$ cat src/rtl/dispatch_if.sv
// Decode-side and back-end-side signals of the dispatch scheduler.
// The master modport is the pipeline around the scheduler; the slave modport is the scheduler itself.
interface dispatch_if #(
    parameter int NUM_CLASS = 5,
    parameter int PAYLOAD_W = 256,
    parameter int TAG_W     = 4
);
    logic                 flush;
    logic                 in_valid;
    logic [2:0]           in_type;
    logic [PAYLOAD_W-1:0] in_payload;
    logic                 stall;
    logic [NUM_CLASS-1:0] disp_valid;
    logic [PAYLOAD_W-1:0] disp_payload;
    logic [TAG_W-1:0]     disp_rob_tag;
    logic                 rob_alloc;
    logic [NUM_CLASS-1:0] rs_free;
    logic                 rob_commit;
    logic                 err_overflow;

    modport master (
        output flush, in_valid, in_type, in_payload, rs_free, rob_commit,
        input  stall, disp_valid, disp_payload, disp_rob_tag, rob_alloc, err_overflow
    );

    modport slave (
        input  flush, in_valid, in_type, in_payload, rs_free, rob_commit,
        output stall, disp_valid, disp_payload, disp_rob_tag, rob_alloc, err_overflow
    );
endinterface

$ cat src/rtl/dispatch_ctrl.sv
// Dispatch scheduler: holds one decoded instruction and issues it to the RS of its class
// once that RS and the ROB both have credit; tracks the credits and hands out ROB tags.
module dispatch_ctrl #(
    parameter int NUM_CLASS = 5,
    parameter int RS_DEPTH  = 4,
    parameter int ROB_DEPTH = 16,
    parameter int PAYLOAD_W = 256
) (
    input logic       clk,
    input logic       rst,
    dispatch_if.slave bus
);
    // state   | meaning
    // S_EMPTY | no instruction held
    // S_HOLD  | instruction held, issues when RS and ROB credit allow

    localparam int TAG_W  = $clog2(ROB_DEPTH);
    localparam int CRED_W = $clog2(RS_DEPTH + 1);
    localparam int ROBC_W = $clog2(ROB_DEPTH + 1);
    localparam logic [CRED_W-1:0] CRED_FULL   = CRED_W'(RS_DEPTH);
    localparam logic [ROBC_W-1:0] ROBC_FULL   = ROBC_W'(ROB_DEPTH);
    localparam logic [TAG_W-1:0]  TAG_LAST    = TAG_W'(ROB_DEPTH - 1);
    localparam logic [2:0]        NUM_CLASS_T = 3'(NUM_CLASS);

    typedef enum logic {S_EMPTY, S_HOLD} state_t;

    state_t               state, state_nxt;
    logic [2:0]           hold_type;
    logic [PAYLOAD_W-1:0] hold_payload;
    logic [CRED_W-1:0]    credit [NUM_CLASS];
    logic [ROBC_W-1:0]    rob_credit;
    logic [TAG_W-1:0]     tail;
    logic                 err;
    logic                 fire, stall_i, accept, load;
    logic [NUM_CLASS-1:0] dv, rs_inc, rs_ovf;
    logic                 rob_inc, rob_ovf;

    always_comb begin
        fire      = (state == S_HOLD) && (credit[hold_type] != '0) &&
                    (rob_credit != '0) && !bus.flush;
        stall_i   = (state == S_HOLD) && !fire;
        accept    = bus.in_valid && !stall_i && !bus.flush;
        // Out-of-range classes are accepted but never loaded, so they vanish without a dispatch.
        load      = accept && (bus.in_type < NUM_CLASS_T);
        dv        = '0;
        if (fire) dv[hold_type] = 1'b1;
        for (int c = 0; c < NUM_CLASS; c++) begin
            rs_ovf[c] = bus.rs_free[c] && !dv[c] && (credit[c] == CRED_FULL);
            rs_inc[c] = bus.rs_free[c] && !rs_ovf[c];
        end
        rob_ovf   = bus.rob_commit && !fire && (rob_credit == ROBC_FULL);
        rob_inc   = bus.rob_commit && !rob_ovf;
        state_nxt = state;
        if (bus.flush)  state_nxt = S_EMPTY;
        else if (load)  state_nxt = S_HOLD;
        else if (fire)  state_nxt = S_EMPTY;
    end

    assign bus.stall        = stall_i;
    assign bus.disp_valid   = dv;
    assign bus.rob_alloc    = fire;
    assign bus.disp_payload = fire ? hold_payload : '0;
    assign bus.disp_rob_tag = tail;
    assign bus.err_overflow = err;

    always_ff @(posedge clk) begin
        if (rst) state <= S_EMPTY;
        else     state <= state_nxt;
    end

    always_ff @(posedge clk) begin
        if (rst) begin
            hold_type    <= '0;
            hold_payload <= '0;
        end else if (load) begin
            hold_type    <= bus.in_type;
            hold_payload <= bus.in_payload;
        end
    end

    always_ff @(posedge clk) begin
        if (rst || bus.flush) begin
            for (int c = 0; c < NUM_CLASS; c++) credit[c] <= CRED_FULL;
            rob_credit <= ROBC_FULL;
            tail       <= '0;
        end else begin
            for (int c = 0; c < NUM_CLASS; c++)
                credit[c] <= credit[c] + CRED_W'(rs_inc[c]) - CRED_W'(dv[c]);
            rob_credit <= rob_credit + ROBC_W'(rob_inc) - ROBC_W'(fire);
            if (fire) tail <= (tail == TAG_LAST) ? '0 : tail + 1'b1;
        end
    end

    always_ff @(posedge clk) begin
        if (rst)                                       err <= 1'b0;
        else if (!bus.flush && ((|rs_ovf) || rob_ovf)) err <= 1'b1;
    end
endmodule
$ cat src/flat_wrapper.sv
// flat-port wrapper written by rule: the top's interface ports become plain ports
module dispatch_ctrl_flat 
#(
    parameter int NUM_CLASS = 5,
    parameter int RS_DEPTH  = 4,
    parameter int ROB_DEPTH = 16,
    parameter int PAYLOAD_W = 256
)
  (clk, rst, bus_flush, bus_in_valid, bus_in_type, bus_in_payload, bus_rs_free, bus_rob_commit, bus_stall, bus_disp_valid, bus_disp_payload, bus_disp_rob_tag, bus_rob_alloc, bus_err_overflow);
  dispatch_if #(.NUM_CLASS(NUM_CLASS), .PAYLOAD_W(PAYLOAD_W)) bus_i ();
  input logic clk;
  input logic rst;
  input wire logic [$bits(bus_i.flush)-1:0] bus_flush;
  input wire logic [$bits(bus_i.in_valid)-1:0] bus_in_valid;
  input wire logic [$bits(bus_i.in_type)-1:0] bus_in_type;
  input wire logic [$bits(bus_i.in_payload)-1:0] bus_in_payload;
  input wire logic [$bits(bus_i.rs_free)-1:0] bus_rs_free;
  input wire logic [$bits(bus_i.rob_commit)-1:0] bus_rob_commit;
  output wire logic [$bits(bus_i.stall)-1:0] bus_stall;
  output wire logic [$bits(bus_i.disp_valid)-1:0] bus_disp_valid;
  output wire logic [$bits(bus_i.disp_payload)-1:0] bus_disp_payload;
  output wire logic [$bits(bus_i.disp_rob_tag)-1:0] bus_disp_rob_tag;
  output wire logic [$bits(bus_i.rob_alloc)-1:0] bus_rob_alloc;
  output wire logic [$bits(bus_i.err_overflow)-1:0] bus_err_overflow;
  assign bus_i.flush = bus_flush;
  assign bus_i.in_valid = bus_in_valid;
  assign bus_i.in_type = bus_in_type;
  assign bus_i.in_payload = bus_in_payload;
  assign bus_i.rs_free = bus_rs_free;
  assign bus_i.rob_commit = bus_rob_commit;
  assign bus_stall = bus_i.stall;
  assign bus_disp_valid = bus_i.disp_valid;
  assign bus_disp_payload = bus_i.disp_payload;
  assign bus_disp_rob_tag = bus_i.disp_rob_tag;
  assign bus_rob_alloc = bus_i.rob_alloc;
  assign bus_err_overflow = bus_i.err_overflow;
  dispatch_ctrl #(.NUM_CLASS(NUM_CLASS), .RS_DEPTH(RS_DEPTH), .ROB_DEPTH(ROB_DEPTH), .PAYLOAD_W(PAYLOAD_W)) u_core (.clk(clk), .rst(rst), .bus(bus_i));
endmodule
$ cat config.mk
export PLATFORM = sky130hd
export DESIGN_NAME = dispatch_ctrl_flat
export DESIGN_NICKNAME = d
export VERILOG_FILES = /design/src/rtl/dispatch_if.sv /design/src/rtl/dispatch_ctrl.sv /design/src/flat_wrapper.sv
export SDC_FILE = /design/constraint.sdc
export NUM_CORES = 1
export LEC_CHECK = 0
export CORE_AREA = 4 4 206 208
export DETAILED_ROUTE_END_ITERATION = 7
export DIE_AREA = 0 0 210 212
export HOLD_SLACK_MARGIN = 0.15
export PLACE_DENSITY = 0.62
export SLEW_MARGIN = 40
export SYNTH_ARGS = -nofsm -noshare
export SYNTH_HDL_FRONTEND = slang
export SYNTH_SLANG_ARGS = --single-unit
$ cat constraint.sdc
create_clock -name clk -period 4.1 [get_ports clk]
set_input_delay 0.82 -clock clk [delete_from_list [all_inputs] [get_ports clk]]
set_output_delay 0.82 -clock clk [all_outputs]
set_load 0.01 [all_outputs]
==> results of run 1 <==
[cells by family after synthesis]
logic type | Yosys count | synth area share (%)
AOI/OAI and AO/OA | 289 | 12.1
xor gates and xnor gates | 15 | 1.05
adders and majority gates | 23 | 2.67
buffers and inverters | 143 | 6.19
DFF | 288 | 46.3
and+or+nand+nor | 845 | 31.7
[sequential cells by signal (all words and copies together), names as in the netlist, named ones only]
signal / cells
u_core.rob_credit: 5
u_core.hold_payload: 256
u_core.bus.disp_rob_tag: 4
u_core.hold_type: 3
u_core.state: 1
u_core.bus.err_overflow: 1
u_core.credit: 15
[cells in the mapped netlist (all sizes together)]
| cell | number | area, µm² |
|---|---|---|
| nand2 | 533 | 2000 |
| dfxtp | 288 | 5770 |
| a21oi | 266 | 1330 |
| and2 | 264 | 1650 |
| buf | 65 | 478 |
| clkbuf | 54 | 203 |
| inv | 24 | 90.1 |
| nor2 | 20 | 75.1 |
| ha | 17 | 213 |
| xnor2 | 8 | 70.1 |
| o21ai | 7 | 35.0 |
| xor2 | 7 | 61.3 |
| fa | 6 | 120 |
| nor4 | 5 | 46.3 |
| nor4b | 4 | 47.6 |
| nand3 | 3 | 15.0 |
| nor3 | 3 | 15.0 |
| nor4bb | 3 | 30.0 |
| o2111ai | 3 | 32.5 |
| a21boi | 2 | 15.0 |
| a21o | 2 | 15.0 |
| a31oi | 2 | 12.5 |
| and3 | 2 | 12.5 |
| a211o | 1 | 8.76 |
| a22o | 1 | 8.76 |
| a22oi | 1 | 7.51 |
| and3b | 1 | 8.76 |
| and4 | 1 | 8.76 |
| nand2b | 1 | 6.26 |
| nand3b | 1 | 7.51 |
| nand4 | 1 | 6.26 |
| nor3b | 1 | 7.51 |
| o2111a | 1 | 11.3 |
| o211ai | 1 | 7.51 |
| o31ai | 1 | 7.51 |
| o41a | 1 | 11.3 |
| or2 | 1 | 6.26 |
| or3b | 1 | 8.76 |
[worst min-delay path, cell delays in order (launching register included)]
cell and delay [ns]:
dfxtp_1 0.30, nand2_1 0.05, a21oi_1 0.05
[placed cells by master (no fill, tap or decap), types with 4 or more instances in the layout]
cell | Yosys | routed
inv_1 | 22 | 22
clkdlybuf4s50_1 | 0 | 535
xor2_1 | 7 | 7
xnor2_1 | 8 | 8
clkbuf_8 | 0 | 11
a21oi_1 | 266 | 266
nand2_1 | 533 | 533
clkinv_2 | 0 | 5
and2_1 | 264 | 264
o21ai_0 | 6 | 6
nor2_1 | 20 | 19
nor4_1 | 4 | 4
dfxtp_1 | 288 | 288
ha_1 | 17 | 17
fa_1 | 6 | 6
clkbuf_16 | 0 | 37
buf_4 | 6 | 11
buf_12 | 0 | 10
[worst paths after layout]
path	slack (ns)	to	depth (start not counted)	start
worst max-delay path	0.14	bus_disp_payload[128]	7	bus_flush
worst min-delay path	0.45	u_core.hold_payload[55]$_SDFFE_PP0P_	2	u_core.hold_payload[55]$_SDFFE_PP0P_
worst max register to register	0.82	u_core.rob_credit[4]$_SDFF_PP1_	14	register
worst min register to register	0.45	u_core.hold_payload[55]$_SDFFE_PP0P_	2	u_core.hold_payload[55]$_SDFFE_PP0P_
[through the flow]
stage               utilization, %  hold WS (ns)  setup slack [ns]  power (W)
detailed placement            44.7         0.442             0.124    0.00371
floorplan                        -         0.432             0.717    0.00333
finish                        47.6         0.447             0.145    0.00672
CTS                           47.5         0.449             0.125    0.00684
global route                  47.6         0.464           0.00453    0.00702
global placement              44.7         0.437             0.167    0.00369
[metal layers]
metal	wire, µm	global-route usage, %	vias to the layer above
met5	27	0	-
met1	17400	21.7	5692
li1	-	-	6051
met4	1610	7.58	4
met2	21700	32.5	477
met3	4340	6.89	88
[layout make-up]
cell class	count	area (µm²)	area share [%]
Multi-Input combinational cell	1172	5940	30.8
Antenna cell	3	7.51	0.0389
Sequential cell	288	5770	29.9
Clock buffer	51	1090	5.64
Timing Repair Buffer	558	5680	29.4
Tap cell	532	666	3.45
Clock inverter	7	62.6	0.324
Inverter	24	95.1	0.492
[power groups by stage]
stage | registers, W | clock network, W | logic [W]
floorplan | 0.00301 | 0 | 0.000322
CTS | 0.00297 | 0.00319 | 0.000681
global route | 0.00298 | 0.00329 | 0.000743
finish | 0.00297 | 0.00308 | 0.000674
global placement | 0.00303 | 0 | 0.000667
detailed placement | 0.00303 | 0 | 0.000677
==> impl_results.md, run 1 <==
- Combinational power share: 10.0%
- Dpl hpwl: 32100 µm
- Routed vias/inst: 4.67
- Syn nets: 1895
- Fin crit share: 96.5%
- P_sw: 0.00156 W
- Internal power: 0.00517 W
- Initial antenna violation count: 6
- Yosys cell types: 45
- First-pass GRT wire length: 67500 µm
- Overall routing resource usage: 19.0%
- Clk network pwr share: 45.8%
- Clock Sinks: 288
- Wire per inst: 17.1 µm
- Setup TNS: 0 ns
- Initial DRC Count: 747
- Critical path data arrival time: 3.14 ns
- Max-slew violation count: 0
- Row count: 74
- Syn Inst Count: 1603
- Flop pwr share: 44.2%
- Clk root buf: clkbuf_16
- Hold Crit Class: register to register
- Max Root-Sink Buffers: 3
- Sw Ratio: 23.1%
- Worst-Skew Late Latency: 0.52 ns
- Outcome: finished, final reports clean
- Period minus WS final: 3.96 ns
- CP Launch Type: input pin
- Worst slew margin: 47.3%
- Family with the most delay on the worst path: buffers and inverters
- Via count: 12312
- Buf/Inv on CP: 4
- Crit path max fanout: 85
- Max Fclk: 253 MHz
- Least-Margin Pin Slew: 0.790 ns
- P_leak: 7.00 nW
- Reg clk slew, reported paths: 0.05 ns
- Final Setup Violations: 0
- GRT Residual Overflow: 0
- CTS Buf Count: 35
- Mapped Area: 12500 µm²
- Final wirelength: 45100 µm
- Synth Warn #: 0
- Skew final: 0.0113 ns
- Peak supply drop: 0.321 mV
- Die W: 210 µm
- Final ANT Viol Nets: 0
- Power Density: 348 nW/µm²
- CTS tree: built
- Most Frequent Cell on Critical Path: clkdlybuf4s50_1
- Max-cap violations: 0
- Height of the die: 212 µm
- Final Cell Area: 19300 µm²
- Nets: 2371
- CP endpoint kind: output port
- Flops & latches, synth: 288
- Filler Cell Count: 4024
- Slowest library cell on the worst path: clkdlybuf4s50_1
- Avg Synthesized Cell Area: 7.77 µm²
- RSZ-0062 raised after global routing: false
- Number of global-route vias before repair: 11945
- Post-CTS Setup Repair Bufs: 0
- Max incr delay on CP: 0.57 ns
- Number of top-level pins: 537
- H-tree depth: 2
- Drt first pass iters: 5
- Cell Area, Placed: 18100 µm²
- Crit Path Class: input pin to output port
- Fraction of layout instances using a drive strength above 1: 4.19%
- DRC errors left: 0
- Fin cells: 2635
- Final RePlAce weighted congestion: 0.860
- Inst Count DP: 2573
- Hold Buf Count CTS: 0
- Die area: 44500 µm²
- PortBufs: 536
- Largest net degree at the start of global routing: 144
- # resized after CTS: 0
- Required time worst endpoint: 3.28 ns
- Initial Util: 30.7%
- Final Hold Viols: 0
- Core area: 40600 µm²
- Sequential cell area fraction in the yosys report: 46.3%
- Worst path cell trace: clkdlybuf4s50_1 > nor4_4 > nand3_1 > inv_6 > buf_12 > and2_1 > clkdlybuf4s50_1
- Syn-to-layout area delta: 55.0%
(Power assumes the default switching activity.)
==> run 2, diff against run 1 <==
Settings changed: GPL_TIMING_DRIVEN from default to 0.
==> run 2 against run 1 <==
  * Register-to-register slack worse by 0.17 ns
  * Critical endpoint is now bus_disp_payload[94]
  * Maximum frequency up 0.86%
  * Clock skew down 0.00078 ns
  * Critical path type is now register to output port
  * Core utilization up 0.92 points
  * Critical path depth up 2
  * Largest cell class is now non-clock buffers
  * Cell area up 1.9%
  * Non-clock buffer count up 97
==> impl_results.md, run 2 (synthesized netlist as in run 1, its figures left out) <==
- Outcome: finished, final reports clean
- Reg2reg path depth: 16 (+2)
- Commonest non-fill, non-tap cell in the layout: nand2_1
- Area occupied by registers: 5770 µm² (unchanged)
- Max Fclk: 255 MHz (+0.86%)
- Crit path max fanout: 10 (-88%)
- Slowest library cell on the worst path: clkdlybuf4s50_1
- Fin crit share: 95.6% (-0.82 points)
- Hold Crit Class: register to register
- Least-Margin Pin Slew: 0.768 ns (-0.0215 ns)
- Final Cell Area: 19700 µm² (+1.9%)
- Clk root buf: clkbuf_16
- Initial DRC Count: 587 (-21%)
- Final Setup Violations: 0 (unchanged)
- RSZ-0062 raised after global routing: false
- Row count: 74 (unchanged)
- Nets: 2468 (+4.1%)
- CP endpoint: bus_disp_payload[94]
- Worst path cell trace: nor4b_1 > o211ai_1 > nand3_1 > inv_2 > buf_6 > buf_6 > buf_2 > and2_1 > clkdlybuf4s50_1
- Hold path cells: 2 (unchanged)
- Worst-Skew Late Latency: 0.53 ns (about the same)
- Largest regs: u_core.hold_payload (256), u_core.credit (15), u_core.rob_credit (5)
- Met2 Usage GRT: 37.6% (+5.1 points)
- DRC errors left: 0 (unchanged)
- CP endpoint kind: output port
- Number of top-level pins: 537 (unchanged)
- Final RePlAce weighted congestion: 0.865 (+0.56%)
- CTS Buf Count: 35 (unchanged)
- Most Crowded Layer GR: met2
- Skew final: 0.0106 ns (-0.000781 ns)
- Wire per inst: 18.1 µm (+5.7%)
- Final Hold Viols: 0 (unchanged)
- Peak supply drop: 0.259 mV (-20%)
- Worst r2r dst: u_core.credit[2][2]$_SDFF_PP1_
- Setup TNS: 0 ns (unchanged)
- Met1 usage in global routing: 23.3% (+1.6 points)
- Filler Cell Count: 3997 (-0.67%)
- Power Density: 346 nW/µm² (-0.71%)
- Max incr delay on CP: 0.53 ns (-0.04 ns)
- Largest net degree at the start of global routing: 14 (-90%)
- Final design utilization: 48.5% (+0.92 points)
- Critical path data arrival time: 3.10 ns (-0.04 ns)
- Final ANT Viol Nets: 0 (unchanged)
- Max-slew violation count: 0 (unchanged)
- Fin cells: 2738 (+3.9%)
- Most Frequent Cell on Critical Path: buf_6
- CTS tree: built
- Required time worst endpoint: 3.28 ns (about the same)
- R2R Path Start: u_core.rob_credit[2]$_SDFF_PP0_
- Syn-to-layout area delta: 58.0%
- Crit Path Class: register to output port
- Overall routing resource usage: 21.0% (+2.0 points)
- Multi-input logic area: 5920 µm² (-0.38%)
- Height of the die: 212 µm (unchanged)
- Core area: 40600 µm² (unchanged)
- Reg clk slew, reported paths: 0.06 ns (about the same)
- Max FFs per register: 256 (unchanged)
- Fraction of layout instances using a drive strength above 1: 6.41% (+2.2 points)
- Max Root-Sink Buffers: 3 (unchanged)
- P_leak: 7.25 nW (+3.6%)
- Initial antenna violation count: 7 (+1)
- Die area: 44500 µm² (unchanged)
- Number of global-route vias before repair: 12437 (+4.1%)
- Hold_ws: 0.448 ns (+0.00130 ns)
- Dpl hpwl: 38900 µm (+21%)
- Top reg by flops: u_core.hold_payload
- Via count: 12527 (+1.7%)
- Drt first pass iters: 5 (unchanged)
- Clock Sinks: 288 (unchanged)
- Worst slew margin: 48.3% (+0.96 points)
- Final wirelength: 49500 µm (+9.8%)
- Cell Area, Placed: 18500 µm² (+2.0%)
- Max-cap violations: 0 (unchanged)
- Hold Buf Count CTS: 0 (unchanged)
- Period minus WS final: 3.92 ns (-0.0337 ns)
- First-pass GRT wire length: 73100 µm (+8.3%)
- Met3 global-route usage: 7.48% (+0.59 points)
- Routed vias/inst: 4.58 (-2.1%)
- Worst reg2reg setup slack: 0.65 ns (-0.17 ns)
- Initial Util: 30.7% (unchanged)
- H-tree depth: 2 (unchanged)
- CP Launch Type: register
- Inst Count DP: 2670 (+3.8%)
- Commonest cells after routing, fill and taps aside: nand2_1 (533), clkdlybuf4s50_1 (531), dfxtp_1 (288)
- PortBufs: 535 (-0.19%)
- GRT Residual Overflow: 0 (unchanged)
- Die W: 210 µm (unchanged)
run 2: cell count changes in the layout (fill, tap and decap cells not counted), sizes merged, moves of 3 or more:
cell	change
clkbuf	+48
buf	+42
clkdlybuf4s50	-4
clkinvlp	+3
diode	+3
dlygate4sd2	+3
inv	+3
run 2: worst min-delay path by stage:
stage,start,endpoint,slack (ns)
after floorplan,u_core.hold_payload[0]$_SDFFE_PP0P_,u_core.hold_payload[0]$_SDFFE_PP0P_,0.43
after global placement,u_core.hold_payload[62]$_SDFFE_PP0P_,u_core.hold_payload[62]$_SDFFE_PP0P_,0.44
after detailed placement,u_core.hold_payload[18]$_SDFFE_PP0P_,u_core.hold_payload[18]$_SDFFE_PP0P_,0.44
after CTS,u_core.hold_payload[131]$_SDFFE_PP0P_,u_core.hold_payload[131]$_SDFFE_PP0P_,0.45
after global routing,u_core.hold_payload[147]$_SDFFE_PP0P_,u_core.hold_payload[147]$_SDFFE_PP0P_,0.46
final,u_core.hold_payload[255]$_SDFFE_PP0P_,u_core.hold_payload[255]$_SDFFE_PP0P_,0.45
run 2: timing repair:
item,in CTS,in global routing
buffers inserted,1,0
pin swaps,1,0
resized for setup,12,15
setup endpoints to repair,258,91
run 2: per-stage QoR:
step                      worst slack, ns  power, W
final                               0.179   0.00680
after global routing             0.000284   0.00708
after CTS                          0.0617   0.00689
after detailed placement           -0.656   0.00375
after global placement             -0.619   0.00373
after floorplan                     0.717   0.00333
run 2: report_power, final:
| part | internal (W) | leakage (nW) | total (W) | switching, W |
|---|---|---|---|---|
| clock | 0.00186 | 0.556 | 0.00312 | 0.00126 |
| sequential | 0.00291 | 2.34 | 0.00296 | 0.0000544 |
| combinational | 0.000388 | 4.35 | 0.000720 | 0.000333 |
| total | 0.00515 | 7.25 | 0.00680 | 0.00165 |
run 2: per-layer routing:
layer / vias up / routed length [µm]
li1: 6246 / -
met1: 5769 / 19000
met3: 67 / 4450
met4: 2 / 1350
met5: - / 13
met2: 443 / 24800
run 2: final cells by class:
cell class                 instances  share of cell area (%)
multi-input combinational       1172                    30.1
sequential                       288                    29.3
timing repair buffer             536                    27.2
clock buffer                      44                    4.88
buffer                           119                    3.64
tap                              532                    3.38
clock inverter                    17                   0.941
inverter                          24                   0.458
antenna                            6                  0.0763
run 2: critical path, delay by kind of cell (launching register included):
kind,cells,cell delay (ns)
and+or+nand+nor,3,0.86
buffers and inverters,5,1.08
AOI/OAI and AO/OA,1,0.20
DFF,1,0.42
